[src/rtl/bcd_count_sequencer.sv]
// bcd_count_sequencer
// Owns a 4-digit packed-BCD count. It presents the count to an external
// combinational BCD incrementer and captures the incremented result on every
// prescaled tick. It also handles start/stop/clear, terminal-count detection
// and a latest-value valid/ready update handshake for a display writer.
//
// Ports
//   clk          system clock, rising edge
//   rst          synchronous active-high reset
//   start        level, begin or resume counting
//   stop         level, pause counting (prescaler phase retained)
//   clear        level, zero count and prescaler, back to IDLE
//   inc_bcd_in   operand to the external incrementer (always equals count)
//   inc_enable   increment enable to the external incrementer (the tick)
//   inc_bcd_out  combinational result from the external incrementer
//   count        current packed-BCD count, digit 3 in [15:12]
//   running      high in RUN (registered)
//   done         high in DONE (registered)
//   upd_valid    count changed since the last accepted update
//   upd_ready    display writer accepts the update
//
// state | meaning
// ------+--------------------------------------------------------------
// IDLE  | stopped or paused; count and prescaler phase held
// RUN   | prescaler advancing, count captured from incrementer on tick
// DONE  | held at TERMINAL (WRAP=0 only); left only by clear or rst
module bcd_count_sequencer #(
  parameter int          PRESCALE = 4,
  parameter logic [15:0] TERMINAL = 16'h9999,
  parameter bit          WRAP     = 1'b1
) (
  input  logic        clk,
  input  logic        rst,
  input  logic        start,
  input  logic        stop,
  input  logic        clear,
  output logic [15:0] inc_bcd_in,
  output logic        inc_enable,
  input  logic [15:0] inc_bcd_out,
  output logic [15:0] count,
  output logic        running,
  output logic        done,
  output logic        upd_valid,
  input  logic        upd_ready
);

  localparam int PW = (PRESCALE > 1) ? $clog2(PRESCALE) : 1;
  localparam logic [PW-1:0] PS_LAST = PW'(PRESCALE - 1);

  typedef enum logic [1:0] {
    ST_IDLE = 2'd0,
    ST_RUN  = 2'd1,
    ST_DONE = 2'd2
  } state_t;

  state_t        state;
  state_t        state_nxt;
  logic [PW-1:0] prescaler;
  logic [PW-1:0] prescaler_nxt;
  logic [15:0]   count_nxt;
  logic          cnt_change;
  logic          tick;
  logic          at_term;

  // Count is always valid BCD, so a non-BCD TERMINAL can never match here.
  assign at_term = (count == TERMINAL);

  // State register; running/done are registered decodes of the next state.
  always_ff @(posedge clk) begin
    if (rst) begin
      state   <= ST_IDLE;
      running <= 1'b0;
      done    <= 1'b0;
    end else begin
      state   <= state_nxt;
      running <= (state_nxt == ST_RUN);
      done    <= (state_nxt == ST_DONE);
    end
  end

  // Next-state logic, command priority clear > stop > start.
  always_comb begin
    state_nxt = state;
    if (clear) begin
      state_nxt = ST_IDLE;
    end else if (stop) begin
      if (state == ST_RUN) state_nxt = ST_IDLE;
    end else begin
      case (state)
        ST_IDLE: if (start) state_nxt = ST_RUN;
        ST_RUN:  if (tick && at_term && !WRAP) state_nxt = ST_DONE;
        ST_DONE: state_nxt = ST_DONE;
        default: state_nxt = ST_IDLE;
      endcase
    end
  end

  // Outputs. A cycle carrying stop or clear never ticks, so the incrementer
  // result is only consumed when the count is actually going to advance.
  always_comb begin
    tick       = (state == ST_RUN) && (prescaler == PS_LAST) && !stop && !clear;
    inc_enable = tick;
    inc_bcd_in = count;
  end

  // Datapath next values.
  always_comb begin
    prescaler_nxt = prescaler;
    count_nxt     = count;
    cnt_change    = 1'b0;
    if (clear) begin
      prescaler_nxt = '0;
      count_nxt     = 16'h0000;
      cnt_change    = 1'b1;
    end else if ((state == ST_RUN) && !stop) begin
      prescaler_nxt = (prescaler == PS_LAST) ? '0 : prescaler + PW'(1);
      if (tick) begin
        if (!at_term) begin
          count_nxt  = inc_bcd_out;
          cnt_change = 1'b1;
        end else if (WRAP) begin
          count_nxt  = 16'h0000;
          cnt_change = 1'b1;
        end
      end
    end
  end

  // Datapath registers. A change in the same cycle as acceptance wins, so the
  // writer always ends up seeing the newest value.
  always_ff @(posedge clk) begin
    if (rst) begin
      prescaler <= '0;
      count     <= 16'h0000;
      upd_valid <= 1'b0;
    end else begin
      prescaler <= prescaler_nxt;
      count     <= count_nxt;
      if (cnt_change)     upd_valid <= 1'b1;
      else if (upd_ready) upd_valid <= 1'b0;
    end
  end

endmodule

[config.mk]
export PLATFORM = sky130hd
export DESIGN_NAME = bcd_count_sequencer
export DESIGN_NICKNAME = d
export VERILOG_FILES = /design/src/rtl/bcd_count_sequencer.sv
export SDC_FILE = /design/constraint.sdc
export NUM_CORES = 1
export LEC_CHECK = 0
export CORE_ASPECT_RATIO = 1.25
export CORE_UTILIZATION = 33
export CTS_CLUSTER_SIZE = 30
export DETAILED_ROUTE_END_ITERATION = 7
export GPL_ROUTABILITY_DRIVEN = 0
export PLACE_DENSITY_LB_ADDON = 0.08
export REMOVE_ABC_BUFFERS = 1
export SLEW_MARGIN = 20
export SYNTH_ARGS = -nofsm -noshare
export SYNTH_HDL_FRONTEND = slang
export SYNTH_SLANG_ARGS = --single-unit
[constraint.sdc]
create_clock -name clk -period 2 [get_ports clk]
set_input_delay 0.4 -clock clk [delete_from_list [all_inputs] [get_ports clk]]
set_output_delay 0.4 -clock clk [all_outputs]
set_load 0.05 [all_outputs]
==> impl_metrics.tcl <==
set metrics [dict create \
    dr.pass1.iters 4 \
    dieHeight_um 65.6 \
    period_minus_slack_ps 1950 \
    drive_above_1_share_pct 8.00 \
    drt_iter0_markers 25 \
    worstPathCellList "clkdlybuf4s50_1" \
    clkLatencyLatePin_ps 300 \
    critical_path.top_delay_family "buffers and inverters" \
    clock-sinks 23 \
    cp_data_arrival_time_ps 1550 \
    finalSetupViolations 0 \
    wl_um 2500 \
    leakage_nw 0.574 \
    synth_seq_cells 23 \
    fp.dieArea_um2 3470 \
    initial_utilization_pct 35.6 \
    layout_commonest_cell "clkdlybuf4s50_1" \
    grt_pass1_vias 940 \
    rsz0062_at_grt "false" \
    dp_hpwl_um 1840 \
    r2r_slack_ps 420 \
    hold_buffers 0 \
    areaGrowthSynthToFinish_pct 50.0 \
    cts_tree "yes" \
    critPathMaxFanout 4 \
    post_cts_buffers 0 \
    diodes 0 \
    vias 932 \
    max_cap_viol_count 0 \
    nets 174 \
    crit_required_ps 1600 \
    grt_max_degree 17 \
    cp-end-kind "primary output" \
    grt_pass1_wl_um 3960 \
    utilization_pct 53.4 \
    yosys_warnings 0 \
    cts_buffers 3 \
    avgSynthCellArea_um2 10.1 \
    antenna_left 0 \
    die_x_um 52.9 \
    fin_ws_ps 51.5 \
    ctsRootBufferMaster "clkbuf_4" \
    synthCells 106 \
    drt-vias-per-instance 5.01 \
    antenna_found_initial 0 \
    start_kind "register" \
    post-place-ws_ps -14.1 \
    route.detailed.drc 0 \
    worstMarginPinSlew_ps 522 \
    synth_area_um2 1070 \
    grt_remaining_overflow 0 \
    ys_seq_area_share_pct 43.1 \
    synth.distinct_cells 22 \
    drv_slew 0 \
    rows 22 \
    ir_drop_uv 276 \
    critical_path_class "register to primary output" \
    hold_viol_final 0 \
    status "finished clean" \
    slew_headroom_pct 64.3 \
    core_area_um2 3000 \
    cellPowerDensity_nw_per_um2 472 \
    htree_levels 1 \
    clk_pin_slew_ps 120 \
    wire_per_inst_um 13.4 \
    final_cell_mix "54 x clkdlybuf4s50_1, 23 x dfxtp_1, 16 x nand3_1, 16 x o2bb2ai_1, 6 x nor2_1" \
    grt_usage_pct 15.5 \
    max_freq_mhz 513 \
    io_buffers 57 \
    cpPeakStageDelay_ps 830 \
    final.period_utilization_pct 97.4 \
    path_buf_inv 1 \
    hp-class "register to register" \
    fillCellCount 275 \
    clockBufferDepth 2 \
    cpMaxStageDelayCell "clkdlybuf4s50_1" \
    clock_skew_ps 1.86 \
    io_pins 58 \
]
## per-stage QoR
stage               hold slack [ps]  TNS (ps)  std cells  power [W]  instance area, um2
floorplan                       449         0         84   0.000497                 901
detailed placement              486     -14.1        182   0.000554                1560
global route                    530         0        186   0.000789                1600
CTS                             505         0        186   0.000765                1600
finish                          506         0        186   0.000756                1600
global placement                481         0        182   0.000555                1560
## flip-flops by register name (all words and copies together) (netlist names)
register,count
prescaler,2
state,2
upd_valid,1
done,1
running,1
count,16
## layer usage
layer / routed length (um) / track usage (%) / share of wire [%]
met1: 1100 / 18.1 / 44
met2: 1200 / 26.6 / 48
met3: 162 / 2.78 / 6.5
met4: 33 / 6.91 / 1.3
met5: 0 / 0 / 0
## kinds of logic (layout without fill, tap and decap cells)
| kind of cell | after synthesis | count (layout) | share of synthesized area (%) |
|---|---|---|---|
| xor gates and xnor gates | 1 | 1 | 0.820 |
| buffers and inverters | 23 | 67 | 16.0 |
| and+or+nand+nor | 36 | 36 | 21.4 |
| adders and majority gates | 1 | 1 | 1.17 |
| muxes | 2 | 2 | 1.87 |
| DFF | 23 | 23 | 43.1 |
| AOI/OAI and AO/OA | 20 | 20 | 15.6 |
## path summary, 6_finish.rpt
check                           cells after the start   endpoint  startpoint
worst min register to register                      1  count[11]   count[11]
worst min-delay path                                1  count[11]   count[11]
worst max register to register                      3  count[13]    count[3]
worst max-delay path                                1  count[10]   count[10]
## synthesized netlist by cell type
library cell / instances / area share, %
a22oi_1: 1 / 0.70
buf_2: 2 / 0.94
nor3b_1: 2 / 1.4
a2111oi_0: 1 / 0.82
nand3_1: 16 / 7.5
o2bb2ai_1: 16 / 13
nor2_1: 7 / 2.5
dfxtp_1: 23 / 43
and4bb_1: 1 / 1.2
a21oi_1: 2 / 0.94
or2_1: 1 / 0.59
and4_1: 1 / 0.82
xnor2_1: 1 / 0.82
nand2_1: 1 / 0.35
mux2i_1: 2 / 1.9
buf_6: 2 / 2.1
ha_1: 1 / 1.2
nor4bb_1: 5 / 4.7
nand2b_1: 1 / 0.59
nor2_8: 1 / 1.9
inv_1: 1 / 0.35
buf_4: 18 / 13
## what timing repair did
| item | in CTS | in global routing |
|---|---|---|
| cloned | 0 | 0 |
| resized for setup | 1 | 3 |
| endpoints found under the setup margin | 1 | 4 |
## final cells by class
type | count | area (um2) | area share (%)
Clock buffer | 4 | 26.3 | 1.64
Timing Repair Buffer | 62 | 623 | 38.9
Sequential cell | 23 | 460 | 28.7
Inverter | 1 | 3.75 | 0.234
Multi-Input combinational cell | 60 | 444 | 27.7
Tap cell | 36 | 45.0 | 2.81
## where the power goes
| group | total (W) | switching (W) | internal, W |
|---|---|---|---|
| sequential | 0.000462 | 0.00000155 | 0.000461 |
| combinational | 0.0000823 | 0.0000337 | 0.0000487 |
| clock | 0.000212 | 0.000134 | 0.0000777 |
| total | 0.000756 | 0.000169 | 0.000587 |
## worst reg2reg max path, stage by stage (launching register included)
cell       delay, ps
dfxtp_1          390
nor4bb_1         340
and4_1           610
o2bb2ai_1        120
No activity file was read; power rests on OpenSTA's default activity.
